File: src/rtl/icap_rb_pkg.sv
// Shared types and constants for the ICAP readback streamer: FSM states,
// datapath widths and the two TKEEP patterns the packer emits.
package icap_rb_pkg;

    typedef enum logic [2:0] {
        IDLE  = 3'd0,
        SETUP = 3'd1,
        READ  = 3'd2,
        DRAIN = 3'd3,
        HOLD  = 3'd4,
        DONE  = 3'd5
    } rb_state_t;

    localparam int ICAP_W = 32;
    localparam int AXIS_W = 64;
    localparam int KEEP_W = AXIS_W / 8;

    localparam logic [KEEP_W-1:0] TKEEP_FULL = 8'hFF;
    localparam logic [KEEP_W-1:0] TKEEP_HALF = 8'h0F;

endpackage

File: src/rtl/icap_readback_streamer_if.sv
// Readback AXI-Stream toward the PCIe bridge. Handshake: a beat transfers on a
// rising edge where tvalid and tready are both high; once tvalid is raised,
// tdata/tkeep/tlast hold steady until that transfer, and tvalid never waits on tready.
interface icap_readback_streamer_if;
    import icap_rb_pkg::*;

    logic [AXIS_W-1:0] xRb_AXIS_tdata;
    logic [KEEP_W-1:0] xRb_AXIS_tkeep;
    logic              xRb_AXIS_tlast;
    logic              xRb_AXIS_tvalid;
    logic              xRb_AXIS_tready;

    modport master (
        output xRb_AXIS_tdata,
        output xRb_AXIS_tkeep,
        output xRb_AXIS_tlast,
        output xRb_AXIS_tvalid,
        input  xRb_AXIS_tready
    );

    modport slave (
        input  xRb_AXIS_tdata,
        input  xRb_AXIS_tkeep,
        input  xRb_AXIS_tlast,
        input  xRb_AXIS_tvalid,
        output xRb_AXIS_tready
    );

endinterface

File: src/rtl/icap_rb_fifo.sv
// First-word-fall-through 32-bit FIFO exposing the two oldest words at once so
// the packer can pop a whole 64-bit beat; freeCount feeds the issue credit check.
module icap_rb_fifo
    import icap_rb_pkg::*;
#(
    parameter int DEPTH = 16
) (
    input  logic                     clk,
    input  logic                     rstN,
    input  logic                     push,
    input  logic [ICAP_W-1:0]        wrData,
    input  logic [1:0]               popCnt,
    output logic [ICAP_W-1:0]        rdData0,
    output logic [ICAP_W-1:0]        rdData1,
    output logic [$clog2(DEPTH):0]   count,
    output logic [$clog2(DEPTH):0]   freeCount
);
    localparam int PTR_W = $clog2(DEPTH);
    localparam int CNT_W = PTR_W + 1;

    logic [ICAP_W-1:0] mem [DEPTH];
    logic [PTR_W-1:0]  wrPtr;
    logic [PTR_W-1:0]  rdPtr;

    // Storage carries no reset; occupancy is defined purely by the pointers.
    always_ff @(posedge clk) begin
        if (push) begin
            mem[wrPtr] <= wrData;
        end
    end

    always_ff @(posedge clk or negedge rstN) begin
        if (!rstN) begin
            wrPtr <= '0;
            rdPtr <= '0;
            count <= '0;
        end else begin
            if (push) begin
                wrPtr <= wrPtr + PTR_W'(1);
            end
            rdPtr <= rdPtr + PTR_W'(popCnt);
            count <= count + CNT_W'(push) - CNT_W'(popCnt);
        end
    end

    assign rdData0   = mem[rdPtr];
    assign rdData1   = mem[rdPtr + PTR_W'(1)];
    assign freeCount = CNT_W'(DEPTH) - count;

endmodule

File: src/rtl/icap_readback_streamer.sv
// Streams ICAPE3 readback words out as 64-bit AXI-Stream beats; read issue is
// credit-limited by FIFO space minus words still in the ICAP pipeline.
module icap_readback_streamer
    import icap_rb_pkg::*;
#(
    parameter int FIFO_DEPTH   = 16,
    parameter int READ_LATENCY = 3,
    parameter int COUNT_W      = 24
) (
    input  logic                       AxiBusClock,
    input  logic                       xAxiBusReset_n,
    input  logic                       xCmdValid,
    output logic                       xCmdReady,
    input  logic [COUNT_W-1:0]         xCmdWordCount,
    output logic                       xIcapCsib,
    output logic                       xIcapRdwrb,
    input  logic                       xIcapAvail,
    input  logic [ICAP_W-1:0]          xIcapO,
    icap_readback_streamer_if.master   xRb,
    output logic                       xBusy,
    output logic                       xDone,
    output rb_state_t                  dbgState
);
    localparam int CNT_W = $clog2(FIFO_DEPTH) + 1;
    localparam int LAT_W = $clog2(READ_LATENCY + 1);

    rb_state_t state, stateNext;

    logic [COUNT_W-1:0]      remaining;
    logic [COUNT_W-1:0]      beatsLeft;
    logic                    lastOdd;
    logic [COUNT_W:0]        countPlusOne;
    logic [READ_LATENCY-1:0] inFlightSr;
    logic [LAT_W-1:0]        inFlight;
    logic                    cmdFire;
    logic                    issue;
    logic                    drainDone;

    logic [ICAP_W-1:0] rdData0, rdData1;
    logic [CNT_W-1:0]  fifoCount, fifoFree;
    logic [1:0]        popCnt;

    logic [AXIS_W-1:0] axisData;
    logic [KEEP_W-1:0] axisKeep;
    logic              axisLast;
    logic              axisValid;
    logic              beatFire;
    logic              loadBeat;
    logic              needOne;
    logic [COUNT_W-1:0] loadBeatsLeft;

    icap_rb_fifo #(.DEPTH(FIFO_DEPTH)) uFifo (
        .clk       (AxiBusClock),
        .rstN      (xAxiBusReset_n),
        .push      (inFlightSr[READ_LATENCY-1]),
        .wrData    (xIcapO),
        .popCnt    (popCnt),
        .rdData0   (rdData0),
        .rdData1   (rdData1),
        .count     (fifoCount),
        .freeCount (fifoFree)
    );

    always_comb begin
        inFlight = '0;
        for (int i = 0; i < READ_LATENCY; i++) begin
            inFlight = inFlight + LAT_W'(inFlightSr[i]);
        end
    end

    assign cmdFire      = xCmdValid && (state == IDLE);
    assign countPlusOne = {1'b0, xCmdWordCount} + (COUNT_W + 1)'(1);
    // A slot is only spent when the FIFO can still absorb every word already in flight.
    assign issue        = (state == READ) && xIcapAvail && (remaining != '0)
                          && (fifoFree > CNT_W'(inFlight));
    assign beatFire     = axisValid && xRb.xRb_AXIS_tready;
    assign drainDone    = (inFlight == '0) && (fifoCount == '0)
                          && ((beatsLeft == '0) || (beatFire && axisLast));

    always_ff @(posedge AxiBusClock or negedge xAxiBusReset_n) begin
        if (!xAxiBusReset_n) begin
            state <= IDLE;
        end else begin
            state <= stateNext;
        end
    end

    always_comb begin
        stateNext  = state;
        xCmdReady  = (state == IDLE);
        xIcapCsib  = !issue;
        xIcapRdwrb = (state == SETUP) || (state == READ) || (state == DRAIN);
        xBusy      = (state == SETUP) || (state == READ) || (state == DRAIN) || (state == HOLD);
        xDone      = (state == DONE);
        case (state)
            IDLE:    if (cmdFire) stateNext = (xCmdWordCount != '0) ? SETUP : DONE;
            SETUP:   stateNext = READ;
            READ:    if (issue && (remaining == COUNT_W'(1))) stateNext = DRAIN;
            DRAIN:   if (drainDone) stateNext = HOLD;
            HOLD:    stateNext = DONE;
            DONE:    stateNext = IDLE;
            default: stateNext = IDLE;
        endcase
    end

    always_ff @(posedge AxiBusClock or negedge xAxiBusReset_n) begin
        if (!xAxiBusReset_n) begin
            remaining  <= '0;
            beatsLeft  <= '0;
            lastOdd    <= 1'b0;
            inFlightSr <= '0;
        end else begin
            inFlightSr <= READ_LATENCY'({inFlightSr, issue});
            if (cmdFire) begin
                remaining <= xCmdWordCount;
                beatsLeft <= countPlusOne[COUNT_W:1];
                lastOdd   <= xCmdWordCount[0];
            end else begin
                if (issue) remaining <= remaining - COUNT_W'(1);
                if (beatFire) beatsLeft <= beatsLeft - COUNT_W'(1);
            end
        end
    end

    // Beats remaining once the beat now on the bus (if any) has gone.
    assign loadBeatsLeft = axisValid ? (beatsLeft - COUNT_W'(1)) : beatsLeft;
    assign needOne       = (loadBeatsLeft == COUNT_W'(1)) && lastOdd;
    assign loadBeat      = ((state == READ) || (state == DRAIN))
                           && (!axisValid || xRb.xRb_AXIS_tready)
                           && (loadBeatsLeft != '0)
                           && (needOne ? (fifoCount >= CNT_W'(1)) : (fifoCount >= CNT_W'(2)));
    assign popCnt        = loadBeat ? (needOne ? 2'd1 : 2'd2) : 2'd0;

    always_ff @(posedge AxiBusClock or negedge xAxiBusReset_n) begin
        if (!xAxiBusReset_n) begin
            axisData  <= '0;
            axisKeep  <= '0;
            axisLast  <= 1'b0;
            axisValid <= 1'b0;
        end else if (loadBeat) begin
            axisValid <= 1'b1;
            axisData  <= {(needOne ? {ICAP_W{1'b0}} : rdData1), rdData0};
            axisKeep  <= needOne ? TKEEP_HALF : TKEEP_FULL;
            axisLast  <= (loadBeatsLeft == COUNT_W'(1));
        end else if (beatFire) begin
            axisValid <= 1'b0;
            axisLast  <= 1'b0;
        end
    end

    assign xRb.xRb_AXIS_tdata  = axisData;
    assign xRb.xRb_AXIS_tkeep  = axisKeep;
    assign xRb.xRb_AXIS_tlast  = axisLast;
    assign xRb.xRb_AXIS_tvalid = axisValid;
    assign dbgState            = state;

endmodule

File: src/flat_wrapper.sv
// flat-port wrapper written by rule: the top's interface ports become plain ports
module icap_readback_streamer_flat import icap_rb_pkg::*;
#(
    parameter int FIFO_DEPTH   = 16,
    parameter int READ_LATENCY = 3,
    parameter int COUNT_W      = 24
)
  (AxiBusClock, xAxiBusReset_n, xCmdValid, xCmdReady, xCmdWordCount, xIcapCsib, xIcapRdwrb, xIcapAvail, xIcapO, xBusy, xDone, dbgState, xRb_xRb_AXIS_tdata, xRb_xRb_AXIS_tkeep, xRb_xRb_AXIS_tlast, xRb_xRb_AXIS_tvalid, xRb_xRb_AXIS_tready);
  icap_readback_streamer_if xRb_i ();
  input  logic AxiBusClock;
  input  logic xAxiBusReset_n;
  input  logic xCmdValid;
  output logic xCmdReady;
  input  logic [COUNT_W-1:0] xCmdWordCount;
  output logic xIcapCsib;
  output logic xIcapRdwrb;
  input  logic xIcapAvail;
  input  logic [ICAP_W-1:0] xIcapO;
  output logic xBusy;
  output logic xDone;
  output rb_state_t dbgState;
  output wire logic [$bits(xRb_i.xRb_AXIS_tdata)-1:0] xRb_xRb_AXIS_tdata;
  output wire logic [$bits(xRb_i.xRb_AXIS_tkeep)-1:0] xRb_xRb_AXIS_tkeep;
  output wire logic [$bits(xRb_i.xRb_AXIS_tlast)-1:0] xRb_xRb_AXIS_tlast;
  output wire logic [$bits(xRb_i.xRb_AXIS_tvalid)-1:0] xRb_xRb_AXIS_tvalid;
  input wire logic [$bits(xRb_i.xRb_AXIS_tready)-1:0] xRb_xRb_AXIS_tready;
  assign xRb_xRb_AXIS_tdata = xRb_i.xRb_AXIS_tdata;
  assign xRb_xRb_AXIS_tkeep = xRb_i.xRb_AXIS_tkeep;
  assign xRb_xRb_AXIS_tlast = xRb_i.xRb_AXIS_tlast;
  assign xRb_xRb_AXIS_tvalid = xRb_i.xRb_AXIS_tvalid;
  assign xRb_i.xRb_AXIS_tready = xRb_xRb_AXIS_tready;
  icap_readback_streamer #(.FIFO_DEPTH(FIFO_DEPTH), .READ_LATENCY(READ_LATENCY), .COUNT_W(COUNT_W)) u_core (.AxiBusClock(AxiBusClock), .xAxiBusReset_n(xAxiBusReset_n), .xCmdValid(xCmdValid), .xCmdReady(xCmdReady), .xCmdWordCount(xCmdWordCount), .xIcapCsib(xIcapCsib), .xIcapRdwrb(xIcapRdwrb), .xIcapAvail(xIcapAvail), .xIcapO(xIcapO), .xRb(xRb_i), .xBusy(xBusy), .xDone(xDone), .dbgState(dbgState));
endmodule
File: config.mk
export PLATFORM = sky130hd
export DESIGN_NAME = icap_readback_streamer_flat
export DESIGN_NICKNAME = d
export VERILOG_FILES = /design/src/rtl/icap_rb_pkg.sv /design/src/rtl/icap_readback_streamer_if.sv /design/src/rtl/icap_rb_fifo.sv /design/src/rtl/icap_readback_streamer.sv /design/src/flat_wrapper.sv
export SDC_FILE = /design/constraint.sdc
export NUM_CORES = 1
export LEC_CHECK = 0
export ABC_CLOCK_PERIOD_IN_PS = 9200
export BUFFER_PORTS_ARGS = -buffer_cell sky130_fd_sc_hd__clkbuf_2
export CAP_MARGIN = 20
export CORE_MARGIN = 2
export CORE_UTILIZATION = 50
export DETAILED_ROUTE_END_ITERATION = 16
export GPL_TIMING_DRIVEN = 1
export PLACE_DENSITY = 0.77
export SYNTH_ARGS = -nofsm -noshare
export SYNTH_HDL_FRONTEND = slang
export SYNTH_HIERARCHICAL = 1
export SYNTH_SLANG_ARGS = --single-unit
File: constraint.sdc
create_clock -name AxiBusClock -period 9.2 [get_ports AxiBusClock]
set_input_delay 0.46 -clock AxiBusClock [delete_from_list [all_inputs] [get_ports AxiBusClock]]
set_output_delay 0.46 -clock AxiBusClock [all_outputs]
set_load 0.005 [all_outputs]
==> results of run 1 <==
[cells by family after synthesis]
| family | Yosys count | share of synthesized area |
|---|---|---|
| compound gates | 201 | 0.0491 |
| xor+xnor | 73 | 0.0209 |
| fa+ha+maj | 26 | 0.0114 |
| buf+inv | 224 | 0.0340 |
| flops | 648 | 0.613 |
| mux | 320 | 0.223 |
| simple gates | 292 | 0.0485 |
[worst max path at each step]
stage	end
after CTS	u_core/uFifo/count[4]$_DFF_PN0_
final	u_core/uFifo/count[4]$_DFF_PN0_
after global routing	u_core/uFifo/count[4]$_DFF_PN0_
after detailed placement	u_core/xRb.xRb_AXIS_tdata[17]$_DFFE_PN0P_
after global placement	u_core/uFifo/count[4]$_DFF_PN0_
after floorplan	u_core/uFifo/count[4]$_DFF_PN0_
[sequential cells by signal (all words and copies together), names as in the netlist]
register,count
u_core/remaining,24
u_core/inFlightSr,3
u_core/uFifo/count,5
u_core/uFifo/rdPtr,4
u_core/xRb.xRb_AXIS_tdata,64
u_core/xRb.xRb_AXIS_tlast,1
u_core/lastOdd,1
u_core/uFifo/wrPtr,4
u_core/dbgState,3
u_core/xRb.xRb_AXIS_tkeep,2
u_core/uFifo/mem,512
u_core/beatsLeft,24
u_core/xRb.xRb_AXIS_tvalid,1
[layer usage]
layer,global-route usage,wire length (µm),vias up
li1,-,-,7496
met1,0.329,29100,9554
met2,0.422,39900,1143
met3,0.0653,8160,233
met4,0.102,3130,6
met5,0,41,-
[layout by cell type (no fill, tap or decap), types with 16 or more instances in the layout]
cell type and instances:
a21oi_1 23, a221o_1 31, a22o_1 32, buf_4 34
clkbuf_1 21, clkbuf_16 69, clkbuf_2 141, dfrtp_1 133
edfxtp_1 512, ha_1 22, inv_1 95, mux2_2 23
mux4_2 288, nand2_1 81, nand3_1 21, nand4_1 16
nor2_1 43, nor3_1 38, o21ai_0 36, o22ai_1 31
xnor2_1 52, xor2_1 21
[critical path: stages (launching register included)]
cell and delay [ns]:
dfrtp_1 0.48, inv_1 0.16, ha_1 0.25, or4b_1 0.61
nor4_1 0.29, xor2_1 0.31, nor4_2 0.09, o211ai_1 0.23
or2_1 0.25, a21oi_1 0.10, nor2_4 0.08, buf_4 0.57
inv_1 0.12, ha_1 0.35, inv_1 0.07, fa_1 0.46
inv_1 0.07, a21oi_1 0.06, nor2_1 0.09, nor2_1 0.05
xnor2_1 0.16
[area by class of cell]
| class | count | area (µm²) |
|---|---|---|
| clock buffers | 94 | 1860 |
| clock inverters | 30 | 360 |
| multi-input cells | 912 | 10900 |
| repair buffers | 182 | 1110 |
| fillers | 4414 | 26100 |
| well taps | 782 | 978 |
| diodes | 4 | 10.0 |
| inverters | 99 | 372 |
| flip-flops and latches | 648 | 18800 |
[where the power goes]
group | internal [mW] | total [mW] | switching, mW
combinational | 1.67 | 3.51 | 1.84
clock | 1.57 | 2.73 | 1.16
sequential | 3.63 | 4.11 | 0.476
[stage by stage]
step	area (µm²)	total power [mW]	setup slack, ns	instances	hold WS [ns]
2_1_floorplan	30600	6.45	4.93	1784	0.164
3_3_place_gp	32000	7.48	4.54	2617	0.400
4_1_cts	34300	10.4	4.37	2743	0.103
6_report	34400	10.4	4.28	2751	0.133
5_1_grt	34400	10.8	4.02	2751	0.111
3_5_place_dp	32100	7.61	4.37	2618	0.411
==> reports/qor.yml, run 1 <==
status: "finished clean"
r2r_setup_slack_ns: 4.28
synth_edf_count: 512
finalCriticalPeriod_ns: 4.92
yosysWarnings: 6
fin_skew_ns: 0.0468
hold-path-cell-count: 2
ir_worst_vdd_v: 0.000205
ys_ff_latch: 648
syn2layout_area_growth_pct: 12.2
final_nets: 1998
crit_path_max_fanout: 35
core_mm2: 0.0605
async_flop_share: 0.210
dieArea_mm2: 0.0633
cts.path.max_buffers: 3
grt_use_total: 0.256
die_height_um: 252
setup_tns_ns: 0
setup_violations: 0
hold_buffers: 1
layout-drive-gt1-share: 0.318
syn_area_per_cell_um2: 17.2
rsz0062_at_grt: "false"
dp_hpwl_mm: 46.1
start_util: 0.507
synth_cell_types: 73
ios: 143
synthFlopType: "edfxtp_1"
critPathLaunchType: "flop"
htreeDepth: 3
netlist_top_cells_count: "edfxtp_1 (512), mux4_2 (288), dfrtp_1 (136), inv_1 (95), nand2_1 (81)"
synth_fp_nets: 1871
crit_type: "reg2reg"
fin_crit_sh: 0.534
hold_viol_final: 0
grt_pass1_wl_mm: 120
synthTopCellsByArea: "edfxtp_1 (50%), mux4_2 (21%), dfrtp_1 (11%)"
grt_overflow: 0
tightest_slew_ns: 1.13
worstSetupEndpointType: "flop"
drv_slew: 0
drv_cap: 0
drt-wirelength-per-cell_um: 29.2
io_buffers: 142
gp_congestion: 0.937
grt_start_max_net_pins: 74
cts-root-buf: "clkbuf_16"
wl_mm: 80.3
worstPathRequired_ns: 9.72
drc_errors: 0
fmax_mhz: 203
vias: 18432
synth_top_area_share: 0.502
grt_pass1_vias: 18997
drtIter0Drc: 2459
seq_area_frac_synth: 0.613
cts_resized: 0
cts_tree: "yes"
startpoint: "u_core/beatsLeft[0]$_DFFE_PN0P_"
clkSinkCount: 648
fin_util: 0.569
syn_inst: 1784
worst_r2r_startpoint: "u_core/beatsLeft[0]$_DFFE_PN0P_"
r2r_end: "u_core/uFifo/count[4]$_DFF_PN0_"
slew_headroom: 0.244
antenna_left: 0
syn_area_mm2: 0.0306
yosys.area.top_type: "edfxtp_1"
insertion_delay_ns: 0.62
reg2regPathDepth: 20
antenna_found_initial: 7
crit_arrival_ns: 5.44
postCtsSetupRepairBufs: 0
routed_via_density: 6.70
clkSlewWorstSetupHoldPaths_ns: 0.06
p_per_area_mw_per_mm2: 301
cts_made_buffers: 68
firstDrtPassIters: 6
worstHoldStart: "xRb_xRb_AXIS_tready"
die_x_um: 252
num_rows: 90
holdPathEnd: "u_core/xRb.xRb_AXIS_tvalid$_DFFE_PN0P_"
worst_hold_path_type: "in2reg"
p_leak_nw: 11.7
synth.most_common_cell: "edfxtp_1"
(Power assumes the default switching activity.)
==> run 2: changes to the inputs <==
ABC_CLOCK_PERIOD_IN_PS = 4600   (was 9200)
clock period = 4.6 ns   (was 9.2 ns; I/O delays follow)
==> reports/qor.yml, run 2 (synthesized netlist as in run 1, its figures left out) <==
status: "finished clean"
use_met1: 0.328
cts-root-buf: "clkbuf_16"
max_stage_delay_ns: 0.54
critPathTopFamily: "simple AND/OR/NAND/NOR gates"
firstDrtPassIters: 5
fmax_mhz: 229
fin_skew_ns: 0.0371
die_x_um: 252
p_per_area_mw_per_mm2: 591
grt_start_max_net_pins: 141
final_nets: 2026
clkSinkCount: 648
die_height_um: 252
cts_made_buffers: 66
slew_headroom: 0.275
drv_cap: 0
routed_via_density: 6.65
finalCriticalPeriod_ns: 4.37
drc_errors: 0
clkSlewWorstSetupHoldPaths_ns: 0.06
grt_overflow: 0
worstSetupEndpointType: "flop"
antenna_found_initial: 4
drt-wirelength-per-cell_um: 27.5
wl_mm: 76.4
drv_slew: 0
worstHoldStart: "xIcapO[28]"
insertion_delay_ns: 0.62
worst_hold_path_type: "in2reg"
cts.path.max_buffers: 3
htreeDepth: 3
drtIter0Drc: 2125
postCtsSetupRepairBufs: 0
cp_slowest_cell: "or4b_4"
grt_pass1_wl_mm: 116
fin_crit_sh: 0.950
layout-drive-gt1-share: 0.315
placed_cells: 2626
worst_r2r_startpoint: "u_core/beatsLeft[0]$_DFFE_PN0P_"
start_util: 0.507
syn2layout_area_growth_pct: 12.9
crit_arrival_ns: 4.86
layout_common_cells: "edfxtp_1 (512), mux4_2 (288), clkbuf_2 (141)"
setup_tns_ns: 0
dieArea_mm2: 0.0633
grt-busiest-layer: "met2"
ir_worst_vdd_v: 0.000542
p_leak_nw: 11.8
antenna_left: 0
cts_tree: "yes"
tightest_slew_ns: 1.08
path_common_cell: "inv_1"
use_met3: 0.0434
final_common_cell: "edfxtp_1"
setup_violations: 0
gp_congestion: 0.931
crit_path_max_fanout: 6
grt_use_total: 0.245
worstPathRequired_ns: 5.10
ios: 143
crit_path_cell_trace: "inv_1 > ha_1 > or4b_4 > nor4_1 > nand4_1 > a211oi_2 > a41oi_1 > o21bai_1 > a2111oi_2 > and3_1 > ha_1 > inv_1 > ha_1 > inv_1 > fa_1 > inv_1 > a21oi_1 > nor2_1 > nor2_1 > xnor2_1"
largest_register_ffs: 512
grt_pass1_vias: 18894
num_rows: 90
startpoint: "u_core/beatsLeft[0]$_DFFE_PN0P_"
critPathLaunchType: "flop"
use_met2: 0.408
rsz0062_at_grt: "false"
vias: 18459
critPathBufInv: 4
core_mm2: 0.0605
fillers: 4391
crit_type: "reg2reg"
dp_hpwl_mm: 45.1
io_buffers: 142
finalNonFillerCells: 2776
hold_viol_final: 0
top_register: "u_core/uFifo/mem"
-- run 2: cell count changes in the layout (fill, tap and decap cells not counted), sizes merged --
cell,delta
buf,+4
bufinv,-1
clkbuf,+2
clkinvlp,-4
diode,-2
dlygate4sd3,+26
-- run 2: worst paths after layout --
path | depth (start not counted) | endpoint | slack [ns]
worst min-delay path | 1 | u_core/uFifo/mem[7][28]$_DFFE_PP_ | 0.02
worst max-delay path | 20 | u_core/uFifo/count[4]$_DFF_PN0_ | 0.23
worst max register to register | 20 | u_core/uFifo/count[4]$_DFF_PN0_ | 0.23
max in group asynchronous | 3 | u_core/uFifo/rdPtr[1]$_DFF_PN0_ | 3.32
min in group asynchronous | 2 | u_core/beatsLeft[15]$_DFFE_PN0P_ | 0.24
worst min register to register | 0 | u_core/inFlightSr[2]$_DFF_PN0_ | 0.41
-- run 2: where the power goes --
part	leakage, nW	internal (mW)	switching, mW	total [mW]
Sequential	6.23	7.26	0.770	8.03
Combinational	4.52	3.41	3.75	7.16
Clock	1.02	2.98	2.27	5.26
-- run 2: cell type report --
class | count | area, µm² | share of cell area
Antenna cell | 2 | 5.00 | 0.000145
Multi-Input combinational cell | 912 | 10900 | 0.316
Clock buffer | 96 | 1790 | 0.0519
Tap cell | 782 | 978 | 0.0283
Clock inverter | 25 | 322 | 0.00929
Timing Repair Buffer | 212 | 1410 | 0.0408
Sequential cell | 648 | 18800 | 0.543
Inverter | 99 | 372 | 0.0107
-- run 2: what timing repair did --
item,4_1_cts,5_1_grt
endpoints found under the setup margin,0,1
endpoints found under the hold margin,185,0
hold buffers,27,0
resized for setup,0,4
-- run 2: per-stage QoR --
step                power, mW  cell area [µm²]  hold slack [ns]  worst slack (ns)  utilization
CTS                      20.5            34600         0.000619             0.115        0.572
detailed placement       15.2            32200            0.357             0.104        0.532
finish                   20.4            34600           0.0151             0.231        0.572
floorplan                12.9            30600          -0.0656             0.327            -
global placement         15.0            32200            0.351             0.159        0.532
global route             21.4            34600           0.0259            0.0155        0.572
-- run 2: layer usage --
layer / part of all wire / wire length (µm)
met5: 0.00038 / 29
met4: 0.034 / 2610
met3: 0.094 / 7150
met2: 0.50 / 37900
met1: 0.38 / 28700
